`config.mk`:
```
export PLATFORM = sky130hd
export DESIGN_NAME = enc_bank_scheduler
export DESIGN_NICKNAME = d
export VERILOG_FILES = /design/src/rtl/enc_pkg.sv /design/src/rtl/enc_bank_tracker.sv /design/src/rtl/enc_bank_scheduler.sv
export SDC_FILE = /design/constraint.sdc
export NUM_CORES = 1
export LEC_CHECK = 0
export CAP_MARGIN = 20
export CORE_MARGIN = 5
export CORE_UTILIZATION = 41
export DETAILED_ROUTE_END_ITERATION = 10
export GPL_ROUTABILITY_DRIVEN = 0
export PLACE_DENSITY = 0.79
export SKIP_CTS_REPAIR_TIMING = 1
export SYNTH_ARGS = -nofsm -noshare
export SYNTH_HDL_FRONTEND = slang
export SYNTH_SLANG_ARGS = --single-unit
```
`constraint.sdc`:
```
create_clock -name clock -period 2.1 [get_ports clock]
set_clock_uncertainty 0.2 [all_clocks]
set_input_delay 0.525 -clock clock [delete_from_list [all_inputs] [get_ports clock]]
set_output_delay 0.525 -clock clock [all_outputs]
set_load 0.02 [all_outputs]
```
`src/rtl/enc_pkg.sv`:
```
// Shared constants, size codes and scheduler state encoding for the
// turbo-encoder ping-pong bank scheduler.
package enc_pkg;

  localparam int unsigned K_SMALL     = 1056;
  localparam int unsigned K_LARGE     = 6144;
  localparam int unsigned LEN_W       = 13;
  localparam int unsigned CNT_W       = 16;
  localparam int unsigned ACK_TIMEOUT = 4;
  localparam int unsigned TMR_W       = $clog2(ACK_TIMEOUT + 1);

  localparam logic SIZE_SMALL = 1'b0;
  localparam logic SIZE_LARGE = 1'b1;

  typedef enum logic [2:0] {
    IDLE     = 3'd0,
    ISSUE    = 3'd1,
    WAIT_ACK = 3'd2,
    RUN      = 3'd3,
    RELEASE  = 3'd4
  } sched_state_t;

  // Block length in bits for a size code.
  function automatic logic [LEN_W-1:0] size_to_len(input logic size);
    return (size == SIZE_LARGE) ? LEN_W'(K_LARGE) : LEN_W'(K_SMALL);
  endfunction

endpackage

```
`src/rtl/enc_bank_tracker.sv`:
```
// Ping-pong bank bookkeeping: write/read pointers, occupancy flags,
// per-bank size codes and the sticky overflow flag.
module enc_bank_tracker
  import enc_pkg::*;
(
  input  logic       clock,
  input  logic       aclr,
  input  logic       wr_done,
  input  logic       wr_size,
  input  logic       rel,
  output logic       wr_bank,
  output logic       wr_ready,
  output logic       rd_ptr,
  output logic [1:0] bank_full,
  output logic       rd_full_c,
  output logic       rd_size_c,
  output logic       err_ovf
);

  logic [1:0] size_q;
  logic [1:0] full_next;
  logic       accept_c;
  logic       wr_ptr_next;
  logic       rd_ptr_next;

  assign accept_c    = wr_done & wr_ready;
  assign rd_full_c   = bank_full[rd_ptr];
  assign rd_size_c   = size_q[rd_ptr];
  assign wr_ptr_next = wr_bank ^ accept_c;
  assign rd_ptr_next = rd_ptr ^ rel;

  // A write and a release always target different banks, so both apply.
  always_comb begin
    full_next = bank_full;
    if (accept_c) full_next[wr_bank] = 1'b1;
    if (rel)      full_next[rd_ptr]  = 1'b0;
  end

  always_ff @(posedge clock or posedge aclr) begin
    if (aclr) begin
      bank_full <= 2'b00;
      size_q    <= 2'b00;
      wr_bank   <= 1'b0;
      rd_ptr    <= 1'b0;
      wr_ready  <= 1'b1;
      err_ovf   <= 1'b0;
    end else begin
      bank_full <= full_next;
      wr_bank   <= wr_ptr_next;
      rd_ptr    <= rd_ptr_next;
      wr_ready  <= ~full_next[wr_ptr_next];
      if (accept_c) size_q[wr_bank] <= wr_size;
      if (wr_done && !wr_ready) err_ovf <= 1'b1;
    end
  end

endmodule

```
`src/rtl/enc_bank_scheduler.sv`:
```
// Issues code blocks from the two-bank input buffer to the turbo encoder:
// start pulse, ack supervision, completion wait and bank release.
module enc_bank_scheduler
  import enc_pkg::*;
(
  input  logic             clock,
  input  logic             aclr,
  input  logic             wr_done,
  input  logic             wr_size,
  output logic             wr_bank,
  output logic             wr_ready,
  input  logic             enc_ready,
  input  logic             enc_done,
  output logic             enc_start,
  output logic             enc_bank,
  output logic             enc_size,
  output logic [LEN_W-1:0] enc_len,
  output logic [1:0]       bank_full,
  output logic             busy,
  output logic [CNT_W-1:0] blocks_done,
  output logic             err_ovf,
  output logic             err_proto
);

  sched_state_t     state;
  sched_state_t     state_next;
  logic [TMR_W-1:0] tmr;
  logic [TMR_W-1:0] tmr_next;
  logic [CNT_W-1:0] blocks_next;
  logic             err_proto_next;
  logic             rel_c;
  logic             rd_ptr;
  logic             rd_full_c;
  logic             rd_size_c;

  enc_bank_tracker u_tracker (
    .clock     (clock),
    .aclr      (aclr),
    .wr_done   (wr_done),
    .wr_size   (wr_size),
    .rel       (rel_c),
    .wr_bank   (wr_bank),
    .wr_ready  (wr_ready),
    .rd_ptr    (rd_ptr),
    .bank_full (bank_full),
    .rd_full_c (rd_full_c),
    .rd_size_c (rd_size_c),
    .err_ovf   (err_ovf)
  );

  // Next-state, ack timer, completion counter and protocol error.
  always_comb begin
    state_next     = state;
    tmr_next       = tmr;
    blocks_next    = blocks_done;
    err_proto_next = err_proto;
    rel_c          = 1'b0;
    case (state)
      IDLE: begin
        if (rd_full_c && enc_ready) state_next = ISSUE;
      end
      ISSUE: begin
        state_next = WAIT_ACK;
        tmr_next   = '0;
      end
      WAIT_ACK: begin
        if (!enc_ready) begin
          state_next = RUN;
        end else if (tmr == TMR_W'(ACK_TIMEOUT - 1)) begin
          state_next     = ISSUE;
          err_proto_next = 1'b1;
        end else begin
          tmr_next = tmr + TMR_W'(1);
        end
      end
      RUN: begin
        if (enc_done) state_next = RELEASE;
      end
      RELEASE: begin
        rel_c      = 1'b1;
        state_next = IDLE;
        if (blocks_done != {CNT_W{1'b1}}) blocks_next = blocks_done + CNT_W'(1);
      end
      default: state_next = IDLE;
    endcase
    if (enc_done && (state != RUN)) err_proto_next = 1'b1;
  end

  // enc_bank/enc_size track the read bank, which cannot move until RELEASE.
  always_ff @(posedge clock or posedge aclr) begin
    if (aclr) begin
      state       <= IDLE;
      tmr         <= '0;
      enc_start   <= 1'b0;
      busy        <= 1'b0;
      blocks_done <= '0;
      err_proto   <= 1'b0;
      enc_bank    <= 1'b0;
      enc_size    <= SIZE_SMALL;
      enc_len     <= LEN_W'(K_SMALL);
    end else begin
      state       <= state_next;
      tmr         <= tmr_next;
      enc_start   <= (state_next == ISSUE);
      busy        <= (state_next != IDLE);
      blocks_done <= blocks_next;
      err_proto   <= err_proto_next;
      enc_bank    <= rd_ptr;
      enc_size    <= rd_size_c;
      enc_len     <= size_to_len(rd_size_c);
    end
  end

endmodule

```
==> flow_metrics.tcl <==
set metrics [dict create \
    required_ns 1.37 \
    wl_per_cell_um 13.2 \
    hold_path_class "reg -> reg" \
    design.portCount 45 \
    synth_area_mm2 0.00174 \
    critPathTopFamily "buffers and inverters" \
    layout-drive-gt1-share 0.177 \
    synth.most_common_cell "dfrtp_1" \
    synth_top_area_cell "dfrtp_1" \
    final_util 0.579 \
    num_vias 1263 \
    synth_area_per_cell_um2 11.1 \
    grt_max_degree 20 \
    netSwitchingFraction 0.336 \
    cp_max_fo 3 \
    cts_sinks 36 \
    p_leak_nw 1.35 \
    syn_to_final_growth_pct 34.6 \
    ys.flop_type "dfrtp_1" \
    die_h_um 75.2 \
    synth_area_leaders "dfrtp_1 (49%), xor2_1 (7.0%), buf_4 (5.2%), mux2_2 (3.9%), ha_1 (3.6%)" \
    holdWs_ns 0.238 \
    die_w_um 75.2 \
    drtIter0Drc 43 \
    wl_um 3350 \
    finalHoldViolations 0 \
    ys.warnings.count 0 \
    grt_pass1_wl_um 5640 \
    p_int_mw 1.71 \
    drc 0 \
    clkPwrFrac 0.231 \
    synth-async-reset-ratio 1.00 \
    die_area_mm2 0.00566 \
    rsz0062_at_grt "no" \
    path_cells "clkdlybuf4s50_1" \
    vias_per_cell 4.99 \
    cts_tree "done" \
    fin_crit_sh 0.971 \
    synth_top_cell_area_share 0.488 \
    drv_cap 0 \
    path_buf_inv 1 \
    max_freq_mhz 490 \
    clockBufferDepth 2 \
    stdcell_count 253 \
    nets 213 \
    peakVddDrop_mv 0.644 \
    synth.cells.most_frequent "dfrtp_1 (34), xor2_1 (14), buf_4 (12)" \
    htree_levels 2 \
    grt_usage 0.135 \
    seq_area_frac_synth 0.518 \
    first_pass_iters 4 \
    power_frac_comb 0.377 \
    cp_slowest_stage_delay_ns 0.63 \
    clk_pin_slew_ns 0.07 \
    num_antenna_cells 0 \
    drt.antenna.violating_nets 0 \
    end_kind "output port" \
    pre_cts_slack_ns -0.157 \
    dp_hpwl_um 2530 \
    critPathLaunchType "flop" \
    antenna_found_initial 0 \
    synth_cells 157 \
    layout_setup_ws_ns 0.0609 \
    dp.cells 244 \
    fin_crit_ns 2.04 \
    fillers 344 \
    cts_buffers 5 \
    p_sw_mw 0.863 \
    synth_edf_count 0 \
    power_density_mw_per_mm2 1090 \
    io_buffer_count 35 \
    outcome "complete, no violations" \
    grt_pass1_vias 1214 \
    slowest_stage "clkdlybuf4s50_1" \
    path_class "reg -> out" \
    rows 23 \
    arrival_ns 1.31 \
    coreArea_mm2 0.00406 \
    start_util 0.430 \
    cts-root-buf "clkbuf_8" \
    report.final.slew_viol_count 0 \
    clk_latency_ns 0.28 \
    power_frac_seq 0.392 \
    setup_viol 0 \
    synth.distinct_cells 37 \
    grt-ovfl-total 0 \
    synth_seq_cells 36 \
]
## metrics by stage
| step | total power, mW | setup TNS (ns) | cell area (um^2) |
|---|---|---|---|
| after global routing | 2.74 | 0 | 2350 |
| after CTS | 2.59 | -0.201 | 2280 |
| final | 2.57 | 0 | 2350 |
| after floorplan | 1.64 | 0 | 1780 |
| after detailed placement | 1.99 | -0.587 | 2180 |
| after global placement | 1.97 | -0.435 | 2180 |
## sequential cells by signal (all words and copies together) (netlist names), 2 cells and up
| name | count |
|---|---|
| u_tracker.size_q | 2 |
| tmr | 3 |
| u_tracker.bank_full | 2 |
| enc_len | 2 |
| state | 3 |
| blocks_done | 16 |
## kinds of logic after synthesis
family,after synthesis,share of synthesized area
AOI/OAI and AO/OA,13,0.0438
xor gates and xnor gates,15,0.0753
adders and majority gates,5,0.0359
buffers and inverters,24,0.0789
DFF,36,0.518
muxes,10,0.0617
other,1,0.00215
and+or+nand+nor,53,0.184
## cell type report
| cell class | count | area [um^2] | share of cell area |
|---|---|---|---|
| Tap cell | 50 | 62.6 | 0.0266 |
| Sequential cell | 36 | 903 | 0.385 |
| Clock inverter | 2 | 35.0 | 0.0149 |
| Timing Repair Buffer | 47 | 493 | 0.210 |
| Clock buffer | 6 | 72.6 | 0.0309 |
| Multi-Input combinational cell | 105 | 756 | 0.322 |
| Inverter | 7 | 26.3 | 0.0112 |
## path summary, 6_finish.rpt
check                                                start                           end  cells after the start  slack, ns
min in group asynchronous                             aclr    u_tracker.rd_ptr$_DFF_PP0_                      2       0.33
setup / recovery               blocks_done[15]$_DFFE_PP0P_               blocks_done[15]                      1       0.06
hold reg to reg            u_tracker.size_q[0]$_DFFE_PP0P_         enc_len[10]$_DFF_PP1_                      1       0.24
hold / removal             u_tracker.size_q[0]$_DFFE_PP0P_         enc_len[10]$_DFF_PP1_                      1       0.24
setup reg to reg                        state[0]$_DFF_PP0_   blocks_done[13]$_DFFE_PP0P_                      4       0.11
max in group asynchronous                             aclr  u_tracker.wr_ready$_DFF_PP1_                      3       0.87
## placed cells by master (no fill, tap or decap), types with 3 or more instances in the layout
cell,count
inv_1,7
conb_1,9
clkdlybuf4s50_1,19
nor3_1,5
mux2_2,6
a21oi_1,6
mux2i_1,4
nand4_1,5
xor2_1,14
dfrtp_1,34
nand2_1,7
dlymetal6s2s_1,16
ha_1,5
nor4b_1,3
nor3b_1,3
nand3_1,4
nor2_1,6
buf_4,11
clkbuf_8,5
## power groups by stage
stage	Sequential, mW	Clock, mW	Combinational [mW]
finish	1.01	0.593	0.969
global route	1.03	0.636	1.07
CTS	1.02	0.609	0.968
detailed placement	1.03	0	0.966
global placement	1.02	0	0.944
floorplan	1.13	0	0.511
## layer usage
metal / share of wire / vias to the layer above / track usage / routed length (um)
met5: 0 / - / 0 / 0
met4: 0.022 / 0 / 0.0699 / 73
met3: 0.082 / 7 / 0.0481 / 275
met2: 0.46 / 35 / 0.211 / 1540
met1: 0.44 / 611 / 0.165 / 1470
li1: - / 610 / - / -
(Power assumes the default switching activity.)
